<file path="config.mk">
export PLATFORM = sky130hd
export DESIGN_NAME = noc_out_arbiter
export DESIGN_NICKNAME = d
export VERILOG_FILES = /design/src/rtl/noc_pkg.sv /design/src/rtl/noc_out_arbiter_rr_pick.sv /design/src/rtl/noc_out_arbiter.sv
export SDC_FILE = /design/constraint.sdc
export NUM_CORES = 1
export LEC_CHECK = 0
export ABC_AREA = 1
export ABC_CLOCK_PERIOD_IN_PS = 7500
export CORE_MARGIN = 4
export CORE_UTILIZATION = 45
export CTS_CLUSTER_SIZE = 20
export DETAILED_ROUTE_END_ITERATION = 10
export PLACE_DENSITY = 0.82
export SLEW_MARGIN = 20
export SYNTH_ARGS = -nofsm -noshare
export SYNTH_HDL_FRONTEND = slang
export SYNTH_SLANG_ARGS = --single-unit
</file>
<file path="constraint.sdc">
create_clock -name clk -period 7.5 [get_ports clk]
set_input_delay 1.125 -clock clk [delete_from_list [all_inputs] [get_ports clk]]
set_output_delay 1.125 -clock clk [all_outputs]
set_load 0.01 [all_outputs]
</file>
<file path="src/rtl/noc_pkg.sv">
// ---------------------------------------------------------------------------
// noc_pkg
// Shared constants and types for the 5-port mesh router.
//   PORT_N..PORT_L : requester / port index constants
//   NOC_FLIT_W     : flit width
//   NOC_DST_LSB/W  : location of the destination {x[1:0], y[1:0]} in a flit
//   NOC_IDX_W      : width of a port index (grant_id, round-robin pointer)
//   arbState_t     : output-register FSM state encoding
// ---------------------------------------------------------------------------
package noc_pkg;

    localparam int PORT_N = 0;
    localparam int PORT_E = 1;
    localparam int PORT_S = 2;
    localparam int PORT_W = 3;
    localparam int PORT_L = 4;

    localparam int NOC_FLIT_W  = 36;
    localparam int NOC_DST_LSB = 0;
    localparam int NOC_DST_W   = 4;

    // Three bits cover up to eight requesters; the router uses five.
    localparam int NOC_IDX_W = 3;

    typedef enum logic {
        EMPTY = 1'b0,
        FULL  = 1'b1
    } arbState_t;

endpackage

</file>
<file path="src/rtl/noc_out_arbiter_rr_pick.sv">
// ---------------------------------------------------------------------------
// rr_pick
// Combinational round-robin picker: starting one past ptr and wrapping
// modulo NREQ, the first asserted req bit wins.
//   req     [NREQ]      : request vector
//   ptr     [IDX_W]     : index of the most recent winner
//   gnt     [NREQ]      : one-hot winner, zero when nothing requests
//   gnt_idx [IDX_W]     : binary index of the winner (0 when no winner)
// ---------------------------------------------------------------------------
module rr_pick
    import noc_pkg::*;
#(
    parameter int NREQ = 5
) (
    input  logic [NREQ-1:0]      req,
    input  logic [NOC_IDX_W-1:0] ptr,
    output logic [NREQ-1:0]      gnt,
    output logic [NOC_IDX_W-1:0] gnt_idx
);

    logic                 w_found;
    logic [NOC_IDX_W-1:0] w_idx;

    // Walk the requesters in rotated order (ptr+1, ptr+2, ... ptr+NREQ),
    // which is the rotate / priority-encode / unrotate sequence written
    // out as a single loop; the first hit is recorded and the rest ignored.
    always_comb begin
        gnt     = '0;
        gnt_idx = '0;
        w_found = 1'b0;
        w_idx   = '0;
        for (int k = 1; k <= NREQ; k++) begin
            w_idx = NOC_IDX_W'((int'(ptr) + k) % NREQ);
            if (!w_found && req[w_idx]) begin
                gnt[w_idx] = 1'b1;
                gnt_idx    = w_idx;
                w_found    = 1'b1;
            end
        end
    end

endmodule

</file>
<file path="src/rtl/noc_out_arbiter.sv">
// ---------------------------------------------------------------------------
// noc_out_arbiter
// Round-robin arbiter plus one-flit output register for one router output.
//   clk, rst               : clock, asynchronous active-low reset
//   req_data  [NREQ*WIDTH] : flit of requester i in [i*WIDTH +: WIDTH]
//   req_valid [NREQ]       : requester i has a flit for this output
//   req_ready [NREQ]       : one-hot accept, combinational
//   out_data  [WIDTH]      : registered flit
//   out_valid              : out_data holds a flit
//   out_ready              : downstream accepts the flit
//   grant_id  [3]          : requester whose flit is in the register
//   perf_grants, perf_stalls [16] : saturating counters, only when the
//                            macro NOC_ARB_PERF_EN is defined
// ---------------------------------------------------------------------------
module noc_out_arbiter
    import noc_pkg::*;
#(
    parameter int WIDTH = NOC_FLIT_W,
    parameter int NREQ  = 5
) (
    input  logic                  clk,
    input  logic                  rst,
    input  logic [NREQ*WIDTH-1:0] req_data,
    input  logic [NREQ-1:0]       req_valid,
    output logic [NREQ-1:0]       req_ready,
    output logic [WIDTH-1:0]      out_data,
    output logic                  out_valid,
    input  logic                  out_ready,
    output logic [NOC_IDX_W-1:0]  grant_id
`ifdef NOC_ARB_PERF_EN
    ,
    output logic [15:0]           perf_grants,
    output logic [15:0]           perf_stalls
`endif
);

    arbState_t            r_state;
    arbState_t            w_stateNext;
    logic [WIDTH-1:0]     r_outData;
    logic [NOC_IDX_W-1:0] r_grantId;
    logic [NOC_IDX_W-1:0] r_lastPtr;

    logic                 w_loadEn;
    logic                 w_grant;
    logic [NREQ-1:0]      w_gnt;
    logic [NOC_IDX_W-1:0] w_gntIdx;

    rr_pick #(
        .NREQ    (NREQ)
    ) u_pick (
        .req     (req_valid),
        .ptr     (r_lastPtr),
        .gnt     (w_gnt),
        .gnt_idx (w_gntIdx)
    );

    // The register can take a new flit when it is empty or when its current
    // flit leaves this cycle, which gives back-to-back transfers.
    // Accepts are gated by reset so nothing is handed out while in reset.
    assign out_valid = (r_state == FULL);
    assign w_loadEn  = (r_state == EMPTY) || (out_valid && out_ready);
    assign w_grant   = w_loadEn && (|w_gnt);
    assign req_ready = (rst && w_loadEn) ? w_gnt : '0;
    assign out_data  = r_outData;
    assign grant_id  = r_grantId;

    // Next-state logic: a grant always leaves the register full; a drain
    // without a new grant empties it; otherwise the state holds.
    always_comb begin
        w_stateNext = r_state;
        case (r_state)
            EMPTY: if (w_grant) w_stateNext = FULL;
            FULL:  if (out_ready) w_stateNext = w_grant ? FULL : EMPTY;
            default: w_stateNext = EMPTY;
        endcase
    end

    always_ff @(posedge clk or negedge rst) begin
        if (!rst) r_state <= EMPTY;
        else      r_state <= w_stateNext;
    end

    // Flit, owner and round-robin pointer only move on a grant, so during
    // backpressure everything downstream-visible stays frozen. The pointer
    // starts at the last index so requester 0 has first priority.
    always_ff @(posedge clk or negedge rst) begin
        if (!rst) begin
            r_outData <= '0;
            r_grantId <= '0;
            r_lastPtr <= NOC_IDX_W'(NREQ - 1);
        end else if (w_grant) begin
            r_outData <= req_data[int'(w_gntIdx)*WIDTH +: WIDTH];
            r_grantId <= w_gntIdx;
            r_lastPtr <= w_gntIdx;
        end
    end

`ifdef NOC_ARB_PERF_EN
    logic [15:0] r_perfGrants;
    logic [15:0] r_perfStalls;

    // Saturating counters: they stick at all-ones instead of wrapping.
    always_ff @(posedge clk or negedge rst) begin
        if (!rst) begin
            r_perfGrants <= '0;
            r_perfStalls <= '0;
        end else begin
            if (w_grant && (r_perfGrants != 16'hFFFF))
                r_perfGrants <= r_perfGrants + 16'd1;
            if (out_valid && !out_ready && (r_perfStalls != 16'hFFFF))
                r_perfStalls <= r_perfStalls + 16'd1;
        end
    end

    assign perf_grants = r_perfGrants;
    assign perf_stalls = r_perfStalls;
`endif

endmodule

</file>
==> out/qor.csv, run 1 <==
stage,metric,value,unit
yosys,Synth Area in Compound Gates,11.5,%
sta,Tcrit/Tclk final,88.0,%
place,Area after DPL,0.00841,mm2
global_route,total grt overflow,0,
clocking,root buf cell,clkbuf_16,
worst_setup_path,Levels on crit path,26,
place,IO Port Bufs,232,
sta,Final setup viols,0,
clocking,post-CTS resize count,0,
place,GPL Wtd Cong,0.920,
die,Die Wd,125,um
worst_setup_path,crit path launch type,flop,
sta,"Slew Viols, Final",0,
global_route,initial antenna violation count,0,
worst_setup_path,Worst path slowest cell,dfrtp_1,
worst_setup_path,"setup slack, reg-to-reg",1.43,ns
sta,Worst Skew,0.0113,ns
cells_and_area,"Design Area, Final",0.00860,mm2
outcome,outcome,finished clean,
sta,"Hold Vio Cnt, Final",0,
yosys,post-synthesis sequential area ratio,16.7,%
worst_setup_path,"Largest delay share family, worst path",simple AND/OR/NAND/NOR gates,
worst_setup_path,Worst Setup SP,grant_id[0],
worst_setup_path,crit path DAT,5.47,ns
min_path,Hold Path Stages,2,
cells_and_area,# fillers,1278,
yosys,Post-Synth Adder-Cell Area,5.82,%
sta,worst slew pin tran,0.795,ns
sta,hold_ws,0.477,ns
die,Starting Density,46.2,%
worst_setup_path,Reg2Reg Depth,28,
worst_setup_path,"most used cell, CP",nand2_1,
cells_and_area,share of cells above drive strength 1,11.4,%
worst_setup_path,Setup crit end kind,output port,
yosys,mux contribution to synthesized area,0,%
sta,RSZ-0062 raised after global routing,no,
die,Top Ports,233,
worst_setup_path,crit path kind,flop to output port,
clocking,clk_lat worst skew,0.29,ns
cells_and_area,synth-to-layout area growth,40.0,%
yosys,Post-Synth XOR/XNOR Area,0.428,%
worst_setup_path,Worst EP required,6.38,ns
yosys,post-synthesis cell type count,42,
clocking,cts hold-fix bufs,0,
worst_setup_path,slowest cell delay on critical path,0.78,ns
global_route,vias in the first global route,6578,
clocking,clock sink count,41,
die,cell row count,42,
clocking,worst-case clock buffer depth,2,
route,drc violations,0,
global_route,largest net degree at the start of global routing,74,
sta,fmax,152,MHz
route,initial DRC count,446,
place,hpwl dp,16.4,mm
yosys,top_reg_cell synth,dfrtp_1,
yosys,"FF+latch count, synth",41,
route,Routed WL,21.1,mm
worst_setup_path,Reg-to-Reg End,out_data[12],
yosys,syn avg cell area,5.80,um2
worst_setup_path,CP endpoint,req_ready[4],
clocking,H-tree level count,2,
sta,Slew HR,47.0,%
worst_setup_path,WP buf/inv,6,
sta,crit path time final,6.60,ns
min_path,Hold Path Class,flop to flop,
route,Avg Vias per Cell,4.95,
clocking,CTS tree,built,
route,DRT Pass-1 Iters,5,
yosys,"EDFF count, synth",0,
cells_and_area,nets,1469,
yosys,Post-synth ARST share,100,%
global_route,GRT Util Overall,26.4,%
yosys,largest family of logic cells by synthesized area,simple AND/OR/NAND/NOR gates,
die,core footprint,0.0133,mm2
route,post-route ant nets,0,
cells_and_area,Inserted Diodes,0,
yosys,mapped cell area,0.00614,mm2
clocking,clk slew on worst S/H paths,0.06,ns
clocking,CTS buffer count,5,
run,maxcap violations,0,
yosys,number of warnings issued by yosys,0,
yosys,area share of and/or/nand/nor cells after synthesis,45.4,%
worst_setup_path,"critical path fanouts, max",20,
clocking,post-CTS setup buffers,0,
route,detail-routed net length per standard cell,14.8,um
yosys,Mapped Cells,1059,
route,vias post-DR,7077,
global_route,first-pass GRT wire length,33.9,mm
die,die height,125,um
worst_setup_path,R2R Path Start,grant_id[0],
yosys,syn_nets,1275,
sta,TNS Setup,0,ns
die,die area,0.0156,mm2
tightest hold or removal path: cells and delay by family (launching register included):
kind | cells | cell delay (ns)
DFF | 1 | 0.34
and+or+nand+nor | 2 | 0.11
registers in the layout, indices dropped and copies added (netlist names):
register   count
out_data      36
grant_id       3
out_valid      1
r_lastPtr      1
through the flow:
step | worst slack (ns) | std cells | utilization (%)
final | 0.901 | 1430 | 64.7
after global routing | 0.306 | 1430 | 64.7
after CTS | 0.919 | 1430 | 64.7
after detailed placement | 1.24 | 1422 | 63.3
after global placement | 1.42 | 1422 | 63.3
after floorplan | 2.07 | 1059 | -
cells by family (layout without fill, tap and decap cells):
group,after synthesis,count (layout)
flip-flops,41,41
AO/OA/AOI/OAI,105,105
XOR/XNOR,3,3
adder cells (fa/ha/maj),28,28
AND/OR/NAND/NOR,587,587
buffers and inverters,295,490
area by class of cell:
| cell class | instances | area (um2) | share of cell area [%] |
|---|---|---|---|
| Clock buffer | 5 | 125 | 1.45 |
| Sequential cell | 41 | 1030 | 11.9 |
| Multi-Input combinational cell | 723 | 3880 | 45.1 |
| Tap cell | 176 | 220 | 2.56 |
| Timing Repair Buffer | 240 | 2380 | 27.6 |
| Clock inverter | 3 | 65.1 | 0.756 |
| Inverter | 242 | 910 | 10.6 |
synth_stat cells, types with 2 or more instances:
cell type | number | share of area (%)
clkbuf_1 | 18 | 1.1
nand3b_1 | 2 | 0.24
a21oi_2 | 35 | 5.0
nor2_2 | 37 | 3.8
buf_2 | 18 | 1.5
buf_4 | 5 | 0.61
nand2_1 | 244 | 15
nand2_4 | 8 | 1.5
nor2_4 | 5 | 0.92
nand3_1 | 184 | 15
ha_1 | 27 | 5.5
nand4_1 | 7 | 0.71
nand3_4 | 3 | 0.86
o21ai_1 | 7 | 0.57
o21a_1 | 2 | 0.24
xor2_1 | 3 | 0.43
buf_6 | 12 | 2.2
nand2_2 | 15 | 1.5
nand3_2 | 5 | 0.81
inv_2 | 8 | 0.49
o21ai_0 | 8 | 0.65
clkinv_1 | 2 | 0.12
dfrtp_1 | 40 | 16
nor2_1 | 71 | 4.3
a21oi_1 | 39 | 3.2
o21ai_2 | 2 | 0.29
o211ai_1 | 6 | 0.73
inv_1 | 231 | 14
or2_2 | 2 | 0.20
layout by cell type (no fill, tap or decap), types with 15 or more instances in the layout:
master           instances
a21oi_1                 39
ha_1                    27
inv_1                  231
dfrtp_1                 40
clkdlybuf4s50_1        231
nor2_2                  37
nand2_1                244
a21oi_2                 35
nand2_2                 15
nand3_1                184
nor2_1                  71
how the worst min path moves through the flow:
stage / from / end / slack, ns
global route: grant_id[2] / grant_id[2] / 0.49
CTS: grant_id[2] / grant_id[2] / 0.48
finish: grant_id[2] / grant_id[2] / 0.48
global placement: grant_id[2] / grant_id[2] / 0.47
floorplan: grant_id[2] / grant_id[2] / 0.52
detailed placement: grant_id[2] / grant_id[2] / 0.47
routing by layer:
metal | track usage [%] | vias to the layer above | share of wire, %
met1 | 32.6 | 3180 | 41
met3 | 6.82 | 28 | 7.5
met5 | 0 | - | 0
li1 | - | 3631 | -
met4 | 7.21 | 0 | 2.4
met2 | 45.6 | 238 | 49
Power of run 1 is not shown: default switching activity piles up to over one toggle a cycle in this logic, so the estimate is an artifact.
==> run 2, diff against run 1 <==
Settings changed: ABC_CLOCK_PERIOD_IN_PS 7500 to 6550.
Clock period 7.5 ns to 6.55 ns, I/O delays scaled along.
==> run 2 against run 1 <==
- cell area rose by 0.12%
- cell count rose by 0.14%
- register-to-register slack got worse by 0.57 ns
- global-route usage fell by 0.77 points
- hold slack improved by 0.0092 ns
- critical path depth rose by 1
- worst setup slack got worse by 0.37 ns
- flip-flop and latch count did not move
- wire length rose by 0.19%
- die area did not move
- critical path type unchanged
- critical endpoint unchanged
- non-clock buffer count rose by 2
==> out/qor.csv, run 2 (synthesized netlist as in run 1, its figures left out) <==
stage,metric,value,unit,change
outcome,outcome,finished clean,,
route,initial DRC count,426,,-4.5%
sta,crit path time final,6.02,ns,
clocking,clk slew on worst S/H paths,0.06,ns,about the same
sta,TNS Setup,0,ns,unchanged
sta,worst slew pin tran,0.797,ns,+0.00176 ns
sta,Tcrit/Tclk final,91.9,%,
global_route,GRT Util Overall,25.7,%,-0.77 points
clocking,root buf cell,clkbuf_16,,
worst_setup_path,Worst Setup SP,grant_id[0],,
die,die height,125,um,unchanged
cells_and_area,synth-to-layout area growth,40.2,%,
sta,"Hold Vio Cnt, Final",0,,unchanged
global_route,first-pass GRT wire length,33.1,mm,-2.3%
route,DRT Pass-1 Iters,5,,unchanged
global_route,largest net degree at the start of global routing,74,,unchanged
die,Top Ports,233,,unchanged
worst_setup_path,crit path DAT,5.04,ns,-0.43 ns
clocking,clk_lat worst skew,0.29,ns,about the same
cells_and_area,nets,1471,,+0.14%
worst_setup_path,Worst EP required,5.57,ns,-0.81 ns
global_route,initial antenna violation count,0,,unchanged
cells_and_area,post-layout util,64.8,%,+0.075 points
cells_and_area,share of cells above drive strength 1,11.5,%,+0.14 points
place,pre-CTS WS,0.716,ns,-0.528 ns
place,IO Port Bufs,232,,unchanged
min_path,Hold Path Class,flop to flop,,
route,vias post-DR,7121,,+0.62%
sta,RSZ-0062 raised after global routing,no,,
cells_and_area,"most common cell after layout, fill and taps aside",nand2_1,,
die,cell row count,42,,unchanged
route,drc violations,0,,unchanged
route,Avg Vias per Cell,4.97,,+0.48%
route,post-route ant nets,0,,unchanged
cells_and_area,max FFs per register,36,,unchanged
worst_setup_path,crit path kind,flop to output port,,
worst_setup_path,crit path launch type,flop,,
clocking,post-CTS setup buffers,0,,unchanged
worst_setup_path,R2R Path Start,grant_id[0],,
cells_and_area,# fillers,1276,,-0.16%
cells_and_area,Inserted Diodes,0,,unchanged
global_route,total grt overflow,0,,unchanged
route,detail-routed net length per standard cell,14.8,um,about the same
place,hpwl dp,16.4,mm,-0.36%
sta,Final setup viols,0,,unchanged
sta,setup ws final,0.528,ns,-0.373 ns
clocking,CTS tree,built,,
clocking,CTS buffer count,5,,unchanged
die,core footprint,0.0133,mm2,unchanged
clocking,cts hold-fix bufs,0,,unchanged
worst_setup_path,"critical path fanouts, max",19,,-5.0%
run,maxcap violations,0,,unchanged
min_path,Hold Startpoint,grant_id[2],,
worst_setup_path,Setup crit end kind,output port,,
sta,"Slew Viols, Final",0,,unchanged
clocking,H-tree level count,2,,unchanged
place,GPL Wtd Cong,0.905,,-1.6%
die,Die Wd,125,um,unchanged
die,Starting Density,46.2,%,unchanged
cells_and_area,most frequent cells in the layout,"nand2_1, inv_1, clkdlybuf4s50_1",,
route,Routed WL,21.1,mm,+0.19%
sta,fmax,166,MHz,
clocking,clock sink count,41,,unchanged
sta,Worst Skew,0.00914,ns,-0.00213 ns
global_route,vias in the first global route,6504,,-1.1%
clocking,worst-case clock buffer depth,2,,unchanged
die,die area,0.0156,mm2,unchanged
sta,Slew HR,46.9,%,-0.12 points
[run 2: area by class of cell]
| type | count | area [um2] | area share (%) |
|---|---|---|---|
| clock buffer | 7 | 143 | 1.66 |
| clock inverter | 1 | 30.0 | 0.349 |
| inverter | 242 | 910 | 10.6 |
| multi-input combinational | 723 | 3890 | 45.2 |
| sequential | 41 | 1030 | 11.9 |
| tap | 176 | 220 | 2.56 |
| timing repair buffer | 242 | 2390 | 27.8 |
[run 2: through the flow]
step           hold WS, ns  instance area [um2]  std cells
6_report             0.486                 8610       1432
5_1_grt              0.524                 8610       1432
2_1_floorplan        0.516                 6140       1059
4_1_cts              0.488                 8600       1432
3_5_place_dp         0.471                 8430       1424
3_3_place_gp         0.467                 8430       1424
[run 2: final timing paths]
path / to / slack, ns / cells after the start
setup / recovery: req_ready[4] / 0.53 / 27
hold / removal: grant_id[2] / 0.49 / 2
setup reg to reg: out_data[12] / 0.86 / 29
hold reg to reg: grant_id[2] / 0.49 / 2
max in group asynchronous: out_data[35] / 5.37 / 2
min in group asynchronous: out_data[3] / 0.77 / 2
[run 2: critical path, cell delays in order (launching register included)]
cell             delay (ns)
dfrtp_1                0.36
buf_4                  0.26
ha_1                   0.26
inv_1                  0.12
nand2_1                0.09
nand2_1                0.13
ha_1                   0.24
nor2_1                 0.11
nand2_1                0.10
nand2_2                0.10
xor2_1                 0.32
ha_1                   0.28
inv_1                  0.05
or2_2                  0.27
nand3_2                0.09
nand2_2                0.07
nand2_1                0.08
o21ai_2                0.07
inv_1                  0.13
nor2_1                 0.09
nand2_1                0.10
nand4_1                0.14
nor2_4                 0.26
nand4_1                0.13
nand2_2                0.16
inv_2                  0.05
nor2_1                 0.09
clkdlybuf4s50_1        0.58
[run 2: timing repair]
action,CTS,global route
endpoints found under the hold margin,0,0
endpoints found under the setup margin,0,4
gates resized for setup,0,2
[run 2: routing by layer]
| layer | wire length (um) | up-vias | share of wire (%) | GRT usage, % |
|---|---|---|---|---|
| met5 | 0 | - | 0 | 0 |
| met4 | 357 | 0 | 1.7 | 5.23 |
| met3 | 1480 | 26 | 7.0 | 5.70 |
| met2 | 10500 | 235 | 49 | 45.9 |
| met1 | 8840 | 3222 | 42 | 31.6 |
| li1 | - | 3638 | - | - |
Power of run 2 is left out for the same reason.
